**config.mk**
```make
export PLATFORM = sky130hd
export DESIGN_NAME = add_sub_arbiter_flat
export DESIGN_NICKNAME = d
export VERILOG_FILES = /design/src/rtl/add_sub_arbiter_pkg.sv /design/src/rtl/add_sub_arbiter_if.sv /design/src/rtl/add_sub_arbiter_add_sub.sv /design/src/rtl/add_sub_arbiter.sv /design/src/flat_wrapper.sv
export SDC_FILE = /design/constraint.sdc
export NUM_CORES = 1
export LEC_CHECK = 0
export CORE_UTILIZATION = 47
export CTS_BUF_LIST = sky130_fd_sc_hd__clkbuf_4 sky130_fd_sc_hd__clkbuf_8
export DETAILED_ROUTE_END_ITERATION = 7
export MAX_ROUTING_LAYER = met4
export PLACE_DENSITY = 0.78
export SKIP_CTS_REPAIR_TIMING = 1
export SLEW_MARGIN = 20
export SYNTH_ARGS = -nofsm -noshare
export SYNTH_HDL_FRONTEND = slang
export SYNTH_SLANG_ARGS = --single-unit
```
**constraint.sdc**
```tcl
create_clock -name clk -period 4.33 [get_ports clk]
set_clock_uncertainty 0.15 [all_clocks]
set_input_delay 0.866 -clock clk [delete_from_list [all_inputs] [get_ports clk]]
set_output_delay 0.866 -clock clk [all_outputs]
set_load 0.02 [all_outputs]
```
**src/rtl/add_sub_arbiter_pkg.sv**
```systemverilog
// Shared types and constants for the add_sub arbiter slice.
// Combinational helpers only; no state lives here.
// Operand coding: bit2 sign, bits1:0 magnitude (sign-magnitude).
package add_sub_arbiter_pkg;

    localparam int OPERAND_W = 3;
    localparam int RESULT_W  = 5;

    localparam logic SEL_ADD = 1'b0;
    localparam logic SEL_SUB = 1'b1;

    typedef enum logic [1:0] {
        IDLE = 2'b00,
        EXEC = 2'b01,
        DONE = 2'b10
    } state_e;

    // Sign-magnitude operand to two's complement; 3'b100 (negative zero) maps to 0.
    function automatic logic signed [3:0] sm_to_signed(input logic [OPERAND_W-1:0] sm);
        logic signed [3:0] mag;
        mag = $signed({2'b00, sm[1:0]});
        return sm[2] ? -mag : mag;
    endfunction

endpackage

```
**src/rtl/add_sub_arbiter_if.sv**
```systemverilog
// Request/result bundle between operand sources, the arbiter and the consumer.
// Pure wiring, zero latency.
// Request side is valid/ready per requester; result side is a single valid/ready.
interface add_sub_arbiter_if
    import add_sub_arbiter_pkg::*;
#(
    parameter int N_REQ = 2,
    parameter int ID_W  = 1,
    parameter int CNT_W = 8
);

    logic [N_REQ-1:0]           req_valid;
    logic [N_REQ-1:0]           req_ready;
    logic [OPERAND_W*N_REQ-1:0] req_num1;
    logic [OPERAND_W*N_REQ-1:0] req_num2;
    logic [N_REQ-1:0]           req_selection;
    logic                       out_valid;
    logic                       out_ready;
    logic [RESULT_W-1:0]        out_result;
    logic                       out_zeroflag;
    logic [ID_W-1:0]            out_id;
    logic [CNT_W-1:0]           done_count;

    // Operand sources plus result consumer.
    modport master (
        output req_valid, req_num1, req_num2, req_selection, out_ready,
        input  req_ready, out_valid, out_result, out_zeroflag, out_id, done_count
    );

    // The arbiter itself.
    modport slave (
        input  req_valid, req_num1, req_num2, req_selection, out_ready,
        output req_ready, out_valid, out_result, out_zeroflag, out_id, done_count
    );

endinterface

```
**src/rtl/add_sub_arbiter_add_sub.sv**
```systemverilog
// Sign-magnitude adder/subtractor for 3-bit operands, 5-bit sign-magnitude result.
// Purely combinational, zero latency.
// No handshake; the caller holds inputs stable while the result is used.
module add_sub
    import add_sub_arbiter_pkg::*;
(
    input  logic [OPERAND_W-1:0] num1,
    input  logic [OPERAND_W-1:0] num2,
    input  logic                 selection,
    output logic [RESULT_W-1:0]  result,
    output logic                 zeroflag
);

    logic signed [3:0] a_val;
    logic signed [3:0] b_val;
    logic signed [3:0] sum_val;
    logic [3:0]        mag;

    // Result range is -6..+6, so a 4-bit signed intermediate never overflows;
    // a zero sum has a clear sign bit, so negative zero cannot appear.
    always_comb begin
        a_val    = sm_to_signed(num1);
        b_val    = sm_to_signed(num2);
        sum_val  = (selection == SEL_SUB) ? (a_val - b_val) : (a_val + b_val);
        mag      = sum_val[3] ? 4'(-sum_val) : 4'(sum_val);
        result   = {sum_val[3], mag};
        zeroflag = (mag == 4'd0);
    end

endmodule

```
**src/rtl/add_sub_arbiter.sv**
```systemverilog
// Round-robin sharing of one add_sub unit among N_REQ requesters.
// Request accepted at edge N -> out_valid after edge N+1; 3 clocks/op with out_ready high.
// Holds the result in DONE until out_ready; requests are not accepted outside IDLE.
module add_sub_arbiter
    import add_sub_arbiter_pkg::*;
#(
    parameter int N_REQ = 2,
    parameter int ID_W  = 1,
    parameter int CNT_W = 8
) (
    input  logic             clk,
    input  logic             rst_n,
    add_sub_arbiter_if.slave bus
);

    state_e                state_q, state_d;
    logic [ID_W-1:0]       last_grant_q, last_grant_d;
    logic [ID_W-1:0]       id_q, id_d;
    logic [OPERAND_W-1:0]  num1_q, num1_d;
    logic [OPERAND_W-1:0]  num2_q, num2_d;
    logic                  sel_q, sel_d;
    logic [RESULT_W-1:0]   out_result_q, out_result_d;
    logic                  out_zeroflag_q, out_zeroflag_d;
    logic [ID_W-1:0]       out_id_q, out_id_d;
    logic                  out_valid_q, out_valid_d;
    logic [CNT_W-1:0]      done_count_q, done_count_d;

    logic                  grant_found;
    logic [ID_W-1:0]       grant_idx;
    logic [ID_W-1:0]       cand;
    logic [OPERAND_W-1:0]  grant_num1;
    logic [OPERAND_W-1:0]  grant_num2;
    logic                  grant_sel;
    logic [N_REQ-1:0]      req_ready;
    logic [RESULT_W-1:0]   alu_result;
    logic                  alu_zeroflag;

    // The only arithmetic unit; always fed from the captured operands.
    add_sub u_add_sub (
        .num1      (num1_q),
        .num2      (num2_q),
        .selection (sel_q),
        .result    (alu_result),
        .zeroflag  (alu_zeroflag)
    );

    // Round-robin pick: first valid requester after last_grant, wrapping.
    always_comb begin
        grant_found = 1'b0;
        grant_idx   = '0;
        cand        = '0;
        for (int k = 1; k <= N_REQ; k++) begin
            cand = ID_W'((int'(last_grant_q) + k) % N_REQ);
            if (!grant_found && bus.req_valid[cand]) begin
                grant_found = 1'b1;
                grant_idx   = cand;
            end
        end
    end

    // Mux the granted requester's operand slice out of the packed buses.
    always_comb begin
        grant_num1 = '0;
        grant_num2 = '0;
        grant_sel  = SEL_ADD;
        for (int i = 0; i < N_REQ; i++) begin
            if (ID_W'(i) == grant_idx) begin
                grant_num1 = bus.req_num1[i*OPERAND_W +: OPERAND_W];
                grant_num2 = bus.req_num2[i*OPERAND_W +: OPERAND_W];
                grant_sel  = bus.req_selection[i];
            end
        end
    end

    // FSM next state, operand capture, result register load and request accept.
    always_comb begin
        state_d        = state_q;
        last_grant_d   = last_grant_q;
        id_d           = id_q;
        num1_d         = num1_q;
        num2_d         = num2_q;
        sel_d          = sel_q;
        out_result_d   = out_result_q;
        out_zeroflag_d = out_zeroflag_q;
        out_id_d       = out_id_q;
        out_valid_d    = out_valid_q;
        done_count_d   = done_count_q;
        req_ready      = '0;

        case (state_q)
            IDLE: begin
                // A granted requester is valid by construction, so ready implies handshake.
                if (grant_found) begin
                    req_ready[grant_idx] = 1'b1;
                    num1_d       = grant_num1;
                    num2_d       = grant_num2;
                    sel_d        = grant_sel;
                    id_d         = grant_idx;
                    last_grant_d = grant_idx;
                    state_d      = EXEC;
                end
            end
            EXEC: begin
                out_result_d   = alu_result;
                out_zeroflag_d = alu_zeroflag;
                out_id_d       = id_q;
                out_valid_d    = 1'b1;
                state_d        = DONE;
            end
            DONE: begin
                if (bus.out_ready) begin
                    out_valid_d  = 1'b0;
                    done_count_d = done_count_q + CNT_W'(1);
                    state_d      = IDLE;
                end
            end
            default: begin
                state_d = IDLE;
            end
        endcase
    end

    // State registers; reset discards any in-flight operation.
    always_ff @(posedge clk or negedge rst_n) begin
        if (!rst_n) begin
            state_q        <= IDLE;
            last_grant_q   <= ID_W'(N_REQ - 1);
            id_q           <= '0;
            num1_q         <= '0;
            num2_q         <= '0;
            sel_q          <= 1'b0;
            out_result_q   <= '0;
            out_zeroflag_q <= 1'b0;
            out_id_q       <= '0;
            out_valid_q    <= 1'b0;
            done_count_q   <= '0;
        end else begin
            state_q        <= state_d;
            last_grant_q   <= last_grant_d;
            id_q           <= id_d;
            num1_q         <= num1_d;
            num2_q         <= num2_d;
            sel_q          <= sel_d;
            out_result_q   <= out_result_d;
            out_zeroflag_q <= out_zeroflag_d;
            out_id_q       <= out_id_d;
            out_valid_q    <= out_valid_d;
            done_count_q   <= done_count_d;
        end
    end

    assign bus.req_ready    = req_ready;
    assign bus.out_valid    = out_valid_q;
    assign bus.out_result   = out_result_q;
    assign bus.out_zeroflag = out_zeroflag_q;
    assign bus.out_id       = out_id_q;
    assign bus.done_count   = done_count_q;

endmodule

```
**src/flat_wrapper.sv**
```systemverilog
// flat-port wrapper written by rule: the top's interface ports become plain ports
module add_sub_arbiter_flat import add_sub_arbiter_pkg::*;
#(
    parameter int N_REQ = 2,
    parameter int ID_W  = 1,
    parameter int CNT_W = 8
)
  (clk, rst_n, bus_req_valid, bus_req_num1, bus_req_num2, bus_req_selection, bus_out_ready, bus_req_ready, bus_out_valid, bus_out_result, bus_out_zeroflag, bus_out_id, bus_done_count);
  add_sub_arbiter_if #(.N_REQ(N_REQ), .ID_W(ID_W), .CNT_W(CNT_W)) bus_i ();
  input  logic clk;
  input  logic rst_n;
  input wire logic [$bits(bus_i.req_valid)-1:0] bus_req_valid;
  input wire logic [$bits(bus_i.req_num1)-1:0] bus_req_num1;
  input wire logic [$bits(bus_i.req_num2)-1:0] bus_req_num2;
  input wire logic [$bits(bus_i.req_selection)-1:0] bus_req_selection;
  input wire logic [$bits(bus_i.out_ready)-1:0] bus_out_ready;
  output wire logic [$bits(bus_i.req_ready)-1:0] bus_req_ready;
  output wire logic [$bits(bus_i.out_valid)-1:0] bus_out_valid;
  output wire logic [$bits(bus_i.out_result)-1:0] bus_out_result;
  output wire logic [$bits(bus_i.out_zeroflag)-1:0] bus_out_zeroflag;
  output wire logic [$bits(bus_i.out_id)-1:0] bus_out_id;
  output wire logic [$bits(bus_i.done_count)-1:0] bus_done_count;
  assign bus_i.req_valid = bus_req_valid;
  assign bus_i.req_num1 = bus_req_num1;
  assign bus_i.req_num2 = bus_req_num2;
  assign bus_i.req_selection = bus_req_selection;
  assign bus_i.out_ready = bus_out_ready;
  assign bus_req_ready = bus_i.req_ready;
  assign bus_out_valid = bus_i.out_valid;
  assign bus_out_result = bus_i.out_result;
  assign bus_out_zeroflag = bus_i.out_zeroflag;
  assign bus_out_id = bus_i.out_id;
  assign bus_done_count = bus_i.done_count;
  add_sub_arbiter #(.N_REQ(N_REQ), .ID_W(ID_W), .CNT_W(CNT_W)) u_core (.clk(clk), .rst_n(rst_n), .bus(bus_i));
endmodule
```
* Word level (Yosys, flattened, before mapping)
Cells that the tools add are included. W data, S select, Z words.
Storage, ports and cells: register bits after elaboration 27, output and inout port bits 18
Operators by class: multiplexer cells 24, add/sub/neg operators 8, reduce and logical (&&, ||, !) cells 10, equality and inequality tests 4, order comparisons 4
Operators with widths (count):
- $mux W4 | 4
- $mux W1 | 11
- $add A8 B1 Y8 const B | 1
- $mux W2 | 4
- $neg A2 Y4 | 2
- $reduce_and A2 Y1 | 4
- $lt A1 B2 Y1 const B | 3
- $mux W3 | 2
- $pmux W2 S3 | 1
- $add A4 B4 Y4 | 1
- $logic_not A4 Y1 | 1
- $neg A4 Y4 | 1
- $sub A4 B4 Y4 | 1
- $add A1 B1 Y1 const B | 2
- $eq A2 B1 Y1 const B | 1
- $eq A2 B2 Y1 const B | 1
- $logic_and A1 B1 Y1 | 2
- $logic_not A2 Y1 | 1
- $ne A2 B1 Y1 const B | 1
- $ne A2 B2 Y1 const B | 1
- $pmux W1 S2 | 1
- $reduce_bool A2 Y1 | 1
- $demux W1 S1 | 1
- $ge A1 B1 Y1 const B | 1
- $logic_not A1 Y1 | 1

* Logic depth before layout (Yosys ltp)
Gate-level depths: netlist of run 1.
depth in word-level cells 13, depth in mapped cells 13, depth with buffers taken out 13

* By module
Synthesis of run 1 repeated with hierarchy kept, for this count alone.
Unflattened totals: cells, all modules 138, area, all modules 1532.7 sq um
By module, submodules not included:
- add_sub_arbiter | times used 1, cells an instance 88, seq. area each 676.9 sq um, area each 1143.6 sq um
- add_sub | times used 1, cells an instance 50, seq. area each 0.0 sq um, area each 389.1 sq um

* Least setup slack after synthesis of run 1
No wires, ideal clock.
path type register to register, from register u_core.num2_q[0], to register u_core.out_zeroflag_q (netlist: u_core.bus.out_zeroflag), stages on the path, launching flop included 13, clock period less this slack 3062 ps, data arrival time 2791 ps, path slack 1268 ps, path through dfrtp_1 -> inv_1 -> ha_1 -> mux2i_1 -> xnor2_1 -> inv_1 -> ha_1 -> and3b_1 -> or3_4 -> o211a_2 -> or2_4 -> o2111a_1 -> a32o_1
Between the ends: longest elaborated chain between the ends 7
RTL lines:
- from (decl) | RTL line add_sub_arbiter.sv:20 | logic [OPERAND_W-1:0] num2_q, num2_d;
- from (signal assigned) | RTL line add_sub_arbiter.sv:142 | num2_q <= num2_d;
- $neg A2 Y4 | RTL line add_sub_arbiter_pkg.sv:22 | return sm[2] ? -mag : mag;
- $mux W4 * | RTL line add_sub_arbiter_pkg.sv:22
- $add A4 B4 Y4 or $sub A4 B4 Y4 (tied branches) | RTL line add_sub_arbiter_add_sub.sv:24 | sum_val = (selection == SEL_SUB) ? (a_val - b_val) : (a_val + b_val);
- $mux W4 * | RTL line add_sub_arbiter_add_sub.sv:24
- $neg A4 Y4 | RTL line add_sub_arbiter_add_sub.sv:25 | mag = sum_val[3] ? 4'(-sum_val) : 4'(sum_val);
- $mux W4 * | RTL line add_sub_arbiter_add_sub.sv:25
- $logic_not A4 Y1 * | RTL line add_sub_arbiter_add_sub.sv:27 | zeroflag = (mag == 4'd0);
- to (signal assigned) | RTL line add_sub_arbiter.sv:145 | out_zeroflag_q <= out_zeroflag_d;
- to (decl) | RTL line add_sub_arbiter.sv:23 | logic out_zeroflag_q, out_zeroflag_d;
Every way passes the cells marked *; elsewhere a longest branch is shown, timed or not. A chain may end at the register's enable or synchronous reset.

* Worst setup path in the final report of run 1
from input bus_req_valid[1], to output bus_req_ready[0]
Between the ends: longest elaborated chain between the ends 12
RTL lines:
- from (decl) | RTL line flat_wrapper.sv:12 | input wire logic [$bits(bus_i.req_valid)-1:0] bus_req_valid;
- $mux W1 (not written as such) (2 in series) | RTL line add_sub_arbiter.sv:54 | if (!grant_found && bus.req_valid[cand]) begin
- $mux W1 | RTL line add_sub_arbiter.sv:54
- $logic_not A1 Y1 | RTL line add_sub_arbiter.sv:54
- $logic_and A1 B1 Y1 | RTL line add_sub_arbiter.sv:54
- $mux W1 | RTL line add_sub_arbiter.sv:54
- $lt A1 B2 Y1 (not written as such) or $ge A1 B1 Y1 (tied branches) | RTL line add_sub_arbiter.sv:94 | req_ready[grant_idx] = 1'b1;
- $logic_and A1 B1 Y1 (not written as such) | RTL line add_sub_arbiter.sv:94
- $mux W1 (not written as such) | RTL line add_sub_arbiter.sv:94
- $demux W1 S1
- $mux W2 * | RTL line add_sub_arbiter.sv:93 | if (grant_found) begin
- $mux W2 * | RTL line add_sub_arbiter.sv:90 | case (state_q)
- to (decl) | RTL line flat_wrapper.sv:17 | output wire logic [$bits(bus_i.req_ready)-1:0] bus_req_ready;
Every way passes the cells marked *; elsewhere a longest branch is shown, timed or not. The select of a mux whose other input is x is not followed.

==> metrics.md, run 1 <==
| Metric | Value |
|---|---|
| Max Slew Vio Count | `0` |
| Setup CP Type | `input pin to primary output` |
| Clock Latency Late Sink | `0.33 ns` |
| Register area share after synthesis | `48.39%` |
| Fin crit period | `3.760 ns` |
| Yosys warns | `0` |
| DRT iter0 DRCs | `46` |
| Cells after DPL | `200` |
| Final Cycle Share | `86.83%` |
| GRT Util Overall | `19.30%` |
| CTS clk-pin slew, worst paths | `0.15 ns` |
| First-pass GRT wire length | `4657 µm` |
| Die Wd | `56.56 µm` |
| Async set or reset register ratio after synthesis | `100.0%` |
| GR Layer Usage met1 | `22.02%` |
| Clk root buf | `clkbuf_4` |
| WP data arrival | `2.74 ns` |
| Post-route DRC | `0` |
| Mapped Cells | `135` |
| Num Clock Sinks | `27` |
| Post-synthesis xor/xnor area fraction | `6.261%` |
| Syn_nets | `162` |
| FF-to-FF setup slack | `1.01 ns` |
| Final-report setup violation count | `0` |
| CTS tree | `built` |
| Area growth from synthesis to layout | `30.05%` |
| Tightest Pin Transition | `0.5846 ns` |
| Worst min-delay path class | `flip-flop to flip-flop` |
| CP Max Fanout | `8` |
| Sum of negative setup slack | `0 ns` |
| Yosys reg bits | `27` |
| Synth Area in Compound Gates | `17.35%` |
| Required @ worst endpoint | `3.31 ns` |
| Area of the multi-input gates | `643.1 µm²` |
| Simple-Gate Fraction of Synth Area | `13.15%` |
| CP max stage delay | `0.72 ns` |
| Largest net degree at the start of global routing | `28` |
| Worst relative slew slack | `61.03%` |
| Core ar. | `2781 µm²` |
| RePlAce Congestion | `0.8421` |
| P_leak | `0.8501 nW` |
| Final ANT Viol Nets | `0` |
| Initial antenna violation count | `0` |
| R2R Path Start | `u_core.num2_q[0]$_DFFE_PN0P_` |
| Total CTS buffers | `3` |
| Largest family of logic cells by synthesized area | `compound AO/OA/AOI/OAI gates` |
| Layout Nets | `201` |
| Max cap viols | `0` |
| Gr ovfl total | `0` |
| Starting Density | `50.29%` |
| CP endpoint kind | `primary output` |
| Commonest non-fill, non-tap cell in the layout | `clkdlybuf4s50_1` |
| Met2 usage | `34.45%` |
| Critical path's most frequent cell | `clkdlybuf4s50_1` |
| Mux cell area share after synthesis | `1.521%` |
| P per Cell Area | `896.9 nW/µm²` |
| Netlist cell types | `34` |
| Reg area | `676.9 µm²` |
| DPL Wire Length | `2238 µm` |
| Die Y | `56.56 µm` |
| Ys flop type | `dfrtp_1` |
| Via density | `5.500` |
| Fill cell count | `247` |
| Average wire per standard cell | `13.41 µm` |
| GRT busiest layer | `met2` |
| FP Rows | `19` |
| Share of cells above drive strength 1 | `8.092%` |
| Final Power | `1.632 mW` |
| Max Root-Sink Buffers | `2` |
| Hold Fails Final Rpt | `0` |
| M3 GR Usage | `3.687%` |
| Synth Area per Inst | `10.36 µm²` |
| 1st-pass router iterations | `5` |
| Peak supply drop | `0.6472 mV` |
| Area of the mapped netlist | `1399 µm²` |
| Crit path max-delay cell type | `clkdlybuf4s50_1` |
| Port buffer count | `36` |
| # H-tree levels | `1` |
| Max Clock Freq | `266.0 MHz` |
| Critical path startpoint category | `input pin` |
| Status | `completed` |
| Vias in the first global route | `1103` |
| Ports | `37` |
| Post-Synth Adder-Cell Area | `7.692%` |
| Antenna cells | `0` |
| Critical path startpoint | `bus_req_valid[1]` |
| Number of flops mapped to enable cells by yosys | `0` |
| Die area | `3198 µm²` |
| Final WL | `2736 µm` |
| Routed via count | `1122` |
| Most frequent cells in the layout | `clkdlybuf4s50_1 (35), dfrtp_1 (26), inv_1 (18)` |
| RSZ-0062 raised after global routing | `false` |
| Hold Path Origin | `u_core.bus.done_count[7]$_DFFE_PN0P_` |
| Fin cells | `204` |
| Crit-path cells | `clkdlybuf4s50_1 > o21ai_0 > a21oi_1 > clkdlybuf4s50_1` |
critical path, delay by kind of cell:
family / cells / cell delay, ns
AOI/OAI and AO/OA: 2 / 0.65
buffers and inverters: 2 / 1.23
path summary, 6_finish.rpt:
check | depth (start not counted) | to
min | 1 | u_core.bus.done_count[7]$_DFFE_PN0P_
max in group asynchronous | 1 | u_core.num1_q[2]$_DFFE_PN0P_
max | 4 | bus_req_ready[0]
max reg2reg | 13 | u_core.bus.out_zeroflag$_DFFE_PN0P_
min in group asynchronous | 1 | u_core.bus.out_result[0]$_DFFE_PN0P_
min reg2reg | 1 | u_core.bus.done_count[7]$_DFFE_PN0P_
power by group:
| part | switching [mW] | internal, mW |
|---|---|---|
| Combinational | 0.558 | 0.511 |
| Sequential | 0.0897 | 0.362 |
| Clock | 0.0757 | 0.0354 |
synth_stat cells (2+ instances only):
cell / n / area, µm²
a21o_1: 3 / 22.52
a21oi_1: 3 / 15.01
a222oi_1: 7 / 70.07
and3_1: 2 / 12.51
clkbuf_1: 3 / 11.26
dfrtp_1: 26 / 650.6
ha_1: 7 / 87.58
inv_1: 18 / 67.56
nand2_1: 12 / 45.04
nand3_1: 5 / 25.02
nand4_1: 2 / 12.51
nor2_1: 5 / 18.77
nor3_1: 3 / 15.01
o21a_1: 2 / 15.01
o21ai_0: 9 / 45.04
o21bai_1: 2 / 15.01
xnor2_1: 8 / 70.07
xor2_1: 2 / 17.52
logic make-up (layout without fill, tap and decap cells):
family / after synthesis / count (layout)
buffers and inverters: 21 / 59
and+or+nand+nor: 35 / 35
DFF: 27 / 27
adders and majority gates: 8 / 8
muxes: 2 / 2
xor gates and xnor gates: 10 / 10
AOI/OAI and AO/OA: 32 / 32
metal layers:
metal / up-vias / part of all wire [%]
met3: 4 / 4.4
met2: 36 / 51
met1: 532 / 43
li1: 550 / -
met5: - / 0
met4: 0 / 1.0
through the flow:
stage                     hold slack [ns]  cell area (µm²)  utilization [%]  setup WS, ns
after global routing               0.3604             1819            65.41        0.5653
after CTS                          0.3382             1819            65.41        0.5983
final                              0.3359             1819            65.41        0.5705
after detailed placement           0.3186             1789            64.33        0.5996
after global placement             0.3117             1794            64.51        0.7363
after floorplan                    0.2958             1399                -         1.268
state kept, by name, indices dropped and copies added, names as in the netlist:
signal / flops
u_core.bus.done_count: 8
u_core.bus.out_result: 5
u_core.num1_q: 3
u_core.num2_q: 3
u_core.state_q: 2
u_core.bus.out_id: 1
u_core.bus.out_valid: 1
u_core.bus.out_zeroflag: 1
u_core.id_q: 1
u_core.last_grant_q: 1
u_core.sel_q: 1
area by class of cell:
cell class                      instances  share of cell area [%]
Clock inverter                          1                  0.4127
Clock buffer                            3                   1.238
Multi-Input combinational cell         87                   35.35
Sequential cell                        27                   37.21
Tap cell                               31                   2.132
Inverter                               18                   3.714
Timing Repair Buffer                   37                   19.95
Note: power is estimated with default switching activity, not from simulation.
==> run 2: changes to the inputs <==
--- a/config.mk
+++ b/config.mk
@@ -5,6 +5,8 @@
 export SDC_FILE = /design/constraint.sdc
 export NUM_CORES = 1
 export LEC_CHECK = 0
+export ABC_CLOCK_PERIOD_IN_PS = 4330
+export CAP_MARGIN = 40
 export CORE_UTILIZATION = 47
 export CTS_BUF_LIST = sky130_fd_sc_hd__clkbuf_4 sky130_fd_sc_hd__clkbuf_8
 export DETAILED_ROUTE_END_ITERATION = 7
==> results of run 2 <==
Same layout as run 1: the final DEF is identical, and so are final timing and power.
